--- config.mk ---
export PLATFORM = sky130hd
export DESIGN_NAME = ap_ctrl_sequencer
export DESIGN_NICKNAME = d
export VERILOG_FILES = /design/src/rtl/ap_ctrl_pkg.sv /design/src/rtl/ap_txn_ts_fifo.sv /design/src/rtl/ap_ctrl_sequencer.sv
export SDC_FILE = /design/constraint.sdc
export NUM_CORES = 1
export LEC_CHECK = 0
export CORE_UTILIZATION = 64
export CTS_BUF_LIST = sky130_fd_sc_hd__clkbuf_2
export DETAILED_ROUTE_END_ITERATION = 6
export GPL_ROUTABILITY_DRIVEN = 0
export PLACE_DENSITY_LB_ADDON = 0.12
export SLEW_MARGIN = 20
export SYNTH_ARGS = -nofsm -noshare
export SYNTH_HDL_FRONTEND = slang
export SYNTH_HIERARCHICAL = 1
export SYNTH_SLANG_ARGS = --single-unit
--- constraint.sdc ---
create_clock -name ap_clk -period 18.71 [get_ports ap_clk]
set_input_delay 1.871 -clock ap_clk [delete_from_list [all_inputs] [get_ports ap_clk]]
set_output_delay 1.871 -clock ap_clk [all_outputs]
set_load 0.01 [all_outputs]
--- src/rtl/ap_ctrl_pkg.sv ---
// ap_ctrl_pkg: shared types and defaults for the
// ap_ctrl_chain batch sequencer.
package ap_ctrl_pkg;

  localparam int CNT_W_DEF   = 32;
  localparam int MAX_OUT_DEF = 2;

  typedef enum logic [1:0] {
    S_IDLE  = 2'd0,
    S_RUN   = 2'd1,
    S_DRAIN = 2'd2,
    S_FIN   = 2'd3
  } seq_state_e;

endpackage

--- src/rtl/ap_txn_ts_fifo.sv ---
// ap_txn_ts_fifo: issue-timestamp FIFO, one entry
// per invocation in flight.
module ap_txn_ts_fifo
  import ap_ctrl_pkg::*;
#(
  parameter int DEPTH = MAX_OUT_DEF,
  parameter int W     = CNT_W_DEF
) (
  input  logic         clk,
  input  logic         rst_n,
  input  logic         push,
  input  logic [W-1:0] wdata,
  input  logic         pop,
  output logic [W-1:0] rdata,
  output logic         full,
  output logic         empty
);

  localparam int AW = (DEPTH > 1) ? $clog2(DEPTH) : 1;
  localparam int CW = $clog2(DEPTH + 1);

  logic [W-1:0]  mem [DEPTH];
  logic [AW-1:0] wp;
  logic [AW-1:0] rp;
  logic [CW-1:0] cnt;
  logic          do_push;
  logic          do_pop;

  function automatic logic [AW-1:0] inc(
    input logic [AW-1:0] p
  );
    return (p == AW'(DEPTH - 1)) ? '0 : p + AW'(1);
  endfunction

  assign full    = (cnt == CW'(DEPTH));
  assign empty   = (cnt == '0);
  assign do_pop  = pop & ~empty;
  // a pop frees the slot, so push-on-full is fine
  assign do_push = push & (~full | do_pop);
  assign rdata   = mem[rp];

  always_ff @(posedge clk or negedge rst_n) begin
    if (!rst_n) begin
      wp  <= '0;
      rp  <= '0;
      cnt <= '0;
    end else begin
      if (do_push) wp <= inc(wp);
      if (do_pop)  rp <= inc(rp);
      cnt <= cnt + CW'(do_push) - CW'(do_pop);
    end
  end

  always_ff @(posedge clk) begin
    if (do_push) mem[wp] <= wdata;
  end

endmodule

--- src/rtl/ap_ctrl_sequencer.sv ---
// ap_ctrl_sequencer: runs N ap_ctrl_chain invocations
// with bounded overlap and per-invocation latency stats.
module ap_ctrl_sequencer
  import ap_ctrl_pkg::*;
#(
  parameter int CNT_W   = CNT_W_DEF,
  parameter int MAX_OUT = MAX_OUT_DEF
) (
  input  logic             ap_clk,
  input  logic             ap_rst_n,
  input  logic             cmd_valid,
  output logic             cmd_ready,
  input  logic [CNT_W-1:0] cmd_count,
  input  logic             cmd_abort,
  output logic             k_ap_start,
  input  logic             k_ap_ready,
  input  logic             k_ap_done,
  output logic             k_ap_continue,
  output logic             busy,
  output logic             done_pulse,
  output logic [CNT_W-1:0] txn_issued,
  output logic [CNT_W-1:0] txn_done,
  output logic [CNT_W-1:0] last_latency,
  output logic [CNT_W-1:0] max_latency
);

  seq_state_e       state;
  seq_state_e       state_nx;
  logic [CNT_W-1:0] target;
  logic [CNT_W-1:0] now;
  logic [CNT_W-1:0] ts;
  logic [CNT_W-1:0] lat;
  logic [CNT_W-1:0] outstanding;
  logic [CNT_W-1:0] iss_after;
  logic [CNT_W-1:0] dn_after;
  logic [CNT_W-1:0] out_after;
  logic             accept;
  logic             issue;
  logic             done_raw;
  logic             done_ev;
  logic             ts_full;
  logic             ts_empty;
  logic             can_issue;
  logic             start_d;
  logic             ready_d;
  logic             busy_d;
  logic             pulse_d;

  assign accept   = cmd_valid & cmd_ready;
  assign issue    = k_ap_start & k_ap_ready;
  assign k_ap_continue =
    (state == S_RUN) | (state == S_DRAIN);
  assign done_raw = k_ap_done & k_ap_continue;

  assign outstanding = txn_issued - txn_done;
  // a done with nothing in flight is dropped
  assign done_ev =
    done_raw & (outstanding != '0) & ~ts_empty;

  assign iss_after = txn_issued + CNT_W'(issue);
  assign dn_after  = txn_done + CNT_W'(done_ev);
  assign out_after = iss_after - dn_after;
  assign lat       = now - ts;

  assign can_issue =
    (iss_after < target) &
    (out_after < CNT_W'(MAX_OUT)) &
    ~(ts_full & ~done_ev) &
    ~cmd_abort;

  ap_txn_ts_fifo #(
    .DEPTH (MAX_OUT),
    .W     (CNT_W)
  ) u_ts (
    .clk   (ap_clk),
    .rst_n (ap_rst_n),
    .push  (issue),
    .wdata (now),
    .pop   (done_ev),
    .rdata (ts),
    .full  (ts_full),
    .empty (ts_empty)
  );

  always_ff @(posedge ap_clk or negedge ap_rst_n) begin
    if (!ap_rst_n) begin
      state      <= S_IDLE;
      cmd_ready  <= 1'b0;
      k_ap_start <= 1'b0;
      busy       <= 1'b0;
      done_pulse <= 1'b0;
    end else begin
      state      <= state_nx;
      cmd_ready  <= ready_d;
      k_ap_start <= start_d;
      busy       <= busy_d;
      done_pulse <= pulse_d;
    end
  end

  // an empty batch retires through DRAIN so its
  // done_pulse lands where a drained batch's would
  always_comb begin
    state_nx = state;
    unique case (state)
      S_IDLE: begin
        if (accept)
          state_nx = (cmd_count == '0) ? S_DRAIN : S_RUN;
      end
      S_RUN: begin
        if ((iss_after == target) ||
            (cmd_abort && (!k_ap_start || issue)))
          state_nx = S_DRAIN;
      end
      S_DRAIN: begin
        if (dn_after == txn_issued) state_nx = S_FIN;
      end
      S_FIN:   state_nx = S_IDLE;
      default: state_nx = S_IDLE;
    endcase
  end

  // a raised start is held until the kernel takes it
  always_comb begin
    start_d = 1'b0;
    ready_d = (state_nx == S_IDLE);
    busy_d  = (state_nx == S_RUN) | (state_nx == S_DRAIN);
    pulse_d = (state_nx == S_FIN);
    if (state_nx == S_RUN)
      start_d = (state == S_IDLE) |
                (k_ap_start & ~issue) |
                can_issue;
  end

  always_ff @(posedge ap_clk or negedge ap_rst_n) begin
    if (!ap_rst_n) begin
      now          <= '0;
      target       <= '0;
      txn_issued   <= '0;
      txn_done     <= '0;
      last_latency <= '0;
      max_latency  <= '0;
    end else begin
      now <= now + CNT_W'(1);
      if (accept) begin
        target      <= cmd_count;
        txn_issued  <= '0;
        txn_done    <= '0;
        max_latency <= '0;
      end else begin
        txn_issued <= iss_after;
        txn_done   <= dn_after;
        if (done_ev) begin
          last_latency <= lat;
          if (lat > max_latency) max_latency <= lat;
        end
      end
    end
  end

  a_spurious_done: assert property (
    @(posedge ap_clk) disable iff (!ap_rst_n)
    !(done_raw && outstanding == '0)
  );

endmodule

==> impl_results.md <==
- Status: completed
- Reg2Reg Capture Point: k_ap_start$_DFF_PN0_
- Total grt overflow: 0
- FF-to-FF setup slack: 8.60 ns
- Pre-Repair DR Iteration Count: 7
- P_int: 0.791 mW
- Global route hottest layer: met2
- H-tree Lvls: 3
- Slowest stage delay, CP: 0.62 ns
- Sequential-to-total area share from yosys stat: 0.384
- Power per cell area: 50.2 nW/um2
- Hold Crit Class: reg -> reg
- Routed WL: 48700 um
- Die height: 170 um
- Worst skew pair latency: 0.92 ns
- Clock slew seen by the registers of the worst setup and hold paths: 0.11 ns
- Sw frac: 0.245
- Max rail drop VDD: 35.5 uV
- CTS tree: done
- Ports: 171
- Via-per-instance ratio: 6.14
- Dpl ws: 8.85 ns
- FF-to-FF path depth: 38
- Initial Utilization: 0.652
- Clock Sink Count: 266
- Share of cells above drive strength 1: 0.102
- M3 GR Usage: 0.0598
- Critical Path AT: 10.93 ns
- DRT iter0 DRCs: 1542
- Data required time of the critical path: 19.53 ns
- Number of synthesized register bits: 266
- First-pass GRT wire length: 77800 um
- CP endpoint: k_ap_start$_DFF_PN0_
- Setup bufs post-CTS: 0
- EDFF count, synth: 64
- Combinational share of power: 0.018
- Cts repair resizes: 0
- Port bufs: 170
- Clock power frac: 0.418
- Max Cap Violations: 0
- Vias in the first global route: 15148
- Final WS setup: 8.60 ns
- CTS buffer count: 72
- Measured slew at the worst slew-check pin: 1.05 ns
- Fin. Hold Viols: 0
- Worst path slowest cell: a2111oi_1
- Placed insts: 2383
- M2 GR Usage: 0.595
- Die area: 29100 um2
- CTS max path bufs: 3
- Most common cell after layout, fill and taps aside: dfrtp_1
- Number of cell rows: 61
- GR Util met1: 0.405
- Synth warn: 6
- Crit path from: txn_done[2]$_DFF_PN0_
- Post-route design area: 20900 um2
- Antenna violations before repair: 2
- Final min period: 10.11 ns
- Highest net fanout along the worst path: 7
- Wire per inst: 19.4 um
- CP endpoint kind: register
- Net switching power: 0.256 mW
- Rel. slew slack: 0.295
- Worst setup SP type: register
- Max Clk Rate: 98.9 MHz
- Util after Layout: 0.749
- Final Net Count: 2288
- Dpl hpwl: 37400 um
- Post-Syn Instances: 1869
- Mapped Nets: 2078
- Most frequent cells in the layout: dfrtp_1 (201), inv_1 (172), ha_1 (169), clkdlybuf4s50_1 (169), nand2_1 (135)
- Overall routing resource usage: 0.345
- Sum Neg Setup Slack: 0 ns
- Post-synth top flop: dfrtp_1
- Clk root buf: clkbuf_2
- Final period util: 0.540
- Filler instances: 2018
- Post-synthesis async set-or-reset flop share: 0.759
- DP Area: 20200 um2
- Largest net degree at the start of global routing: 103
- Syn Area/Cell: 9.72 um2
- Crit Path Category: reg -> reg
- Post-CTS Hold Fix Bufs: 0
- Drc violations: 0
- Die width: 170 um
- RSZ-0062 raised after global routing: false
- Clock Skews: 0.102 ns
- Pleak: 9.97 nW
- Finished Layout Cells: 2508
- Flop pwr share: 0.564
- Final ANT Viol Nets: 0
- Hold slack final: 0.491 ns
- Vias post-DR: 15397
- Synthesized cell area: 18200 um2
- Layout area overhead: 14.9%
- Max Slew Vio Count: 0
- Std-Cell Core Area: 27900 um2
- Distinct cells, synth: 91
- Critical R2R Launch: txn_done[2]$_DFF_PN0_
- Total Power: 1.05 mW
- Final setup vio count: 0
## kinds of logic after synthesis
family / Yosys count / synth area share
and+or+nand+nor: 548 / 0.154
xor gates and xnor gates: 179 / 0.0871
muxes: 70 / 0.0491
AOI/OAI and AO/OA: 419 / 0.157
buffers and inverters: 215 / 0.0493
DFF: 266 / 0.384
adders and majority gates: 172 / 0.119
## cells in the mapped netlist (9+ instances only)
library cell	number	area [um2]
o21bai_1	12	90.1
a21oi_1	93	465
a21o_1	66	495
inv_1	172	646
edfxtp_1	64	1920
nor4_1	30	188
o21ai_0	85	425
a211oi_1	11	82.6
o211ai_1	11	82.6
nor2b_1	15	93.8
clkbuf_1	23	86.3
or3_1	11	68.8
mux2_4	29	435
mux2_2	35	394
nor2_1	116	435
dfrtp_1	202	5050
ha_1	169	2110
xnor2_1	124	1090
a31oi_1	12	75.1
and3_1	28	175
o2111ai_1	9	78.8
a22o_1	31	272
nand2b_1	17	106
and2_1	43	269
o21a_1	24	180
nor3_1	24	120
nand3_1	44	220
xor2_1	54	473
nand4_1	45	282
nand2_1	135	507
## worst max-delay path: cells and delay by family, from the launching register on
family	cells	cell delay, ns
AOI/OAI and AO/OA	13	3.16
DFF	1	0.47
buffers and inverters	3	0.38
xor gates and xnor gates	2	0.46
adders and majority gates	4	0.96
and+or+nand+nor	16	4.67
## flip-flops by register name, indices dropped and copies added, names as in the netlist
signal,flops
max_latency,32
txn_done,32
target,32
u_ts/mem,64
k_ap_start,1
last_latency,32
state,2
u_ts/rp,1
u_ts/cnt,2
txn_issued,32
cmd_ready,1
busy,1
u_ts/wp,1
done_pulse,1
now,32
## power groups by stage
stage                     combinational (mW)  sequential (mW)  clock [mW]
final                                 0.0185            0.591       0.438
after global routing                  0.0209            0.591       0.477
after CTS                             0.0191            0.591       0.451
after detailed placement              0.0191            0.603           0
after global placement                0.0189            0.603           0
after floorplan                     0.000533            0.603           0
## worst min-delay path by stage
stage          slack, ns  depth (start not counted)                          from                      endpoint
2_1_floorplan       0.45                          2         target[0]$_DFFE_PN0P_         target[0]$_DFFE_PN0P_
3_3_place_gp        0.47                          1  last_latency[22]$_DFFE_PN0P_  last_latency[22]$_DFFE_PN0P_
3_5_place_dp        0.48                          1  last_latency[22]$_DFFE_PN0P_  last_latency[22]$_DFFE_PN0P_
4_1_cts             0.49                          1  last_latency[22]$_DFFE_PN0P_  last_latency[22]$_DFFE_PN0P_
5_1_grt             0.50                          1  last_latency[22]$_DFFE_PN0P_  last_latency[22]$_DFFE_PN0P_
6_report            0.49                          1  last_latency[22]$_DFFE_PN0P_  last_latency[22]$_DFFE_PN0P_
## cell type report
type                       instances  area, um2  share of cell area
inverter                         173        649              0.0311
sequential                       266       6980               0.334
timing repair buffer             178       1770              0.0846
tap                              378        473              0.0227
multi-input combinational       1388      10300               0.494
clock inverter                    17        159             0.00762
clock buffer                     106        531              0.0254
antenna                            2       5.00            0.000240
## per-layer routing
layer,wire length [um],vias up,part of all wire
li1,-,7150,-
met1,18900,7319,0.39
met2,23400,730,0.48
met3,3550,198,0.073
met4,2860,0,0.059
met5,0,-,0
(Power assumes the default switching activity.)
==> RTL change: new RTL, config.mk and constraints unchanged <==
Make the reset (`ap_rst_n` and `rst_n`) synchronous in 3 clocked blocks.
--- a/src/rtl/ap_txn_ts_fifo.sv
+++ b/src/rtl/ap_txn_ts_fifo.sv
@@ -39,7 +39,7 @@
   assign do_push = push & (~full | do_pop);
   assign rdata   = mem[rp];
 
-  always_ff @(posedge clk or negedge rst_n) begin
+  always_ff @(posedge clk) begin
     if (!rst_n) begin
       wp  <= '0;
       rp  <= '0;
--- a/src/rtl/ap_ctrl_sequencer.sv
+++ b/src/rtl/ap_ctrl_sequencer.sv
@@ -82,7 +82,7 @@
     .empty (ts_empty)
   );
 
-  always_ff @(posedge ap_clk or negedge ap_rst_n) begin
+  always_ff @(posedge ap_clk) begin
     if (!ap_rst_n) begin
       state      <= S_IDLE;
       cmd_ready  <= 1'b0;
@@ -132,7 +132,7 @@
                 can_issue;
   end
 
-  always_ff @(posedge ap_clk or negedge ap_rst_n) begin
+  always_ff @(posedge ap_clk) begin
     if (!ap_rst_n) begin
       now          <= '0;
       target       <= '0;
Function: differs if ap_rst_n is asserted again (counterexample within 4 cycles, from zero or initial values and one cycle with ap_rst_n low); with ap_rst_n held inactive, the same outputs for 4 cycles.
==> RTL change against the unedited design <==
  * Fmax is 5.4% higher
  * Setup slack better by 520 ps
  * Cell area is 2.1% higher
  * Sequential cell count is 1 higher
  * First-iteration DRC count is 41% higher
  * Routed wire length is 12% higher
  * Synthesized area is 3.0% higher
Power is not compared: it rests on default switching activity, and its combinational part moved more than twofold at a synthesized area within 25%.
==> RTL change: results (changes against the unedited design) <==
CTS H-Tree Depth=3 (unchanged); post-CTS sizing=0 (unchanged); GRT Util Overall=0.360 (+0.0147); net load switching power=around 0.47 mW; Worst Path Arrival=10360 ps (-570 ps); clock transition at the registers of the reported paths=80 ps (-30 ps); post-DP HPWL=40.1 mm (+7.4%); IO Port Bufs=170 (unchanged); CP peak stage delay=590 ps (-30 ps); global-route met2 utilization=0.603 (+0.00749); Critical Path Fanout Max=36 (+29); Yosys warnings=6 (unchanged); met3 Track Usage GR=0.0622 (+0.00246); number of synthesized flops with an enable pin=64 (unchanged); syn_area_per_cell=8.44 µm² (-13%); relative slew slack=0.209 (-0.0858); outcome=completed; Place WS=9420 ps (+568 ps); synth top area cells=dfxtp_1 22%, ha_1 11%, edfxtp_1 10%, xnor2_1 5.5%, nand2_1 4.6%; initial antenna violation count=1 (-1); drt first pass iters=7 (unchanged); synth cell count leaders=227 x nand2_1, 203 x dfxtp_1, 172 x inv_1; via count=17800 (+16%); Syn Nets=2421 (+17%); Peak VDD IR=between 50 and 60 µV; max reg flops=64 (unchanged); largest net degree at the start of global routing=94 (-8.7%); number of global-route vias before repair=17100 (+13%); Cells after DPL=2705 (+14%); cts bufs inserted=72 (unchanged); clk_lat worst skew=940 ps (+20 ps); Cell variety after synth=103 (+13%); LEAKAGE=about 8.7 nW; family with the most delay on the worst path=compound AO/OA/AOI/OAI gates; top_reg_cell synth=dfxtp_1; root buffer cell=clkbuf_2; clk_skew=96.1 ps (-5.67 ps); Setup Buffers After CTS=0 (unchanged); final net count=2600 (+14%); first-pass GRT wire length=87.1 mm (+12%); drt first-iter violations=2180 (+41%); slowest stage cell, crit path=nor4_2; fin cells=2829 (+13%); cts-stage hold buffer count=0 (unchanged); drt wl/cell=19.3 µm (-0.49%); Placed Area=20700 µm² (+2.5%); share of cells above drive strength 1=0.0855 (-0.0169); ys async rst share=0 (-0.759); largest register by flop count=u_ts/mem; met1 Use GR=0.430 (+0.0249); sequential area share after synthesis=0.320 (-0.0641); hold crit path type=reg -> reg
[RTL change: changes by cell type after synthesis, sizes merged, moves of 31 or more]
cell    change
dfrtp     -202
nand2      +92
dfxtp     +203
o21ai      +39
mux2       -31
nand4      +34
clkbuf     +37
a21boi     +41
nand3      +44
a21oi      +43
nor2b      +31
[RTL change: layer usage]
| metal | vias to the layer above | wire length [µm] |
|---|---|---|
| met5 | - | 0 |
| met4 | 0 | 3680 |
| met3 | 248 | 4470 |
| met2 | 912 | 25300 |
| met1 | 8292 | 21200 |
| li1 | 8353 | - |
[RTL change: kinds of logic after synthesis]
kind of cell | Yosys count | share of synthesized area
xor+xnor | 163 | 0.0773
fa+ha+maj | 169 | 0.114
flops | 267 | 0.320
compound gates | 532 | 0.189
buf+inv | 250 | 0.0524
simple gates | 787 | 0.213
mux | 48 | 0.0340
[RTL change: power groups by stage]
stage	clock [mW]	combinational [mW]	sequential (mW)
6_report	0.411	0.315	0.631
5_1_grt	0.447	0.342	0.634
4_1_cts	0.420	0.309	0.631
3_5_place_dp	0	0.307	0.644
3_3_place_gp	0	0.300	0.643
2_1_floorplan	0	0.206	0.642
[RTL change: worst paths after layout]
check | cells after the start | endpoint | slack [ps] | start
worst max-delay path | 36 | k_ap_start | 9130 | txn_done[4]
worst min-delay path | 2 | last_latency[7] | 460 | last_latency[7]
worst max register to register | 36 | k_ap_start | 9130 | txn_done[4]
worst min register to register | 2 | last_latency[7] | 460 | last_latency[7]
[RTL change: area by class of cell]
class / instances / area, µm²
clock buffer: 103 / 515
sequential: 267 / 5990
inverter: 173 / 652
clock inverter: 20 / 105
multi-input combinational: 1699 / 11800
antenna: 1 / 2.50
fill: 2265 / 7390
timing repair buffer: 182 / 1790
tap: 384 / 480
[RTL change: worst min-delay path: cells and delay by family (launching register included)]
family | cells | cell delay (ps)
compound gates | 1 | 60
flops | 1 | 320
simple gates | 1 | 50
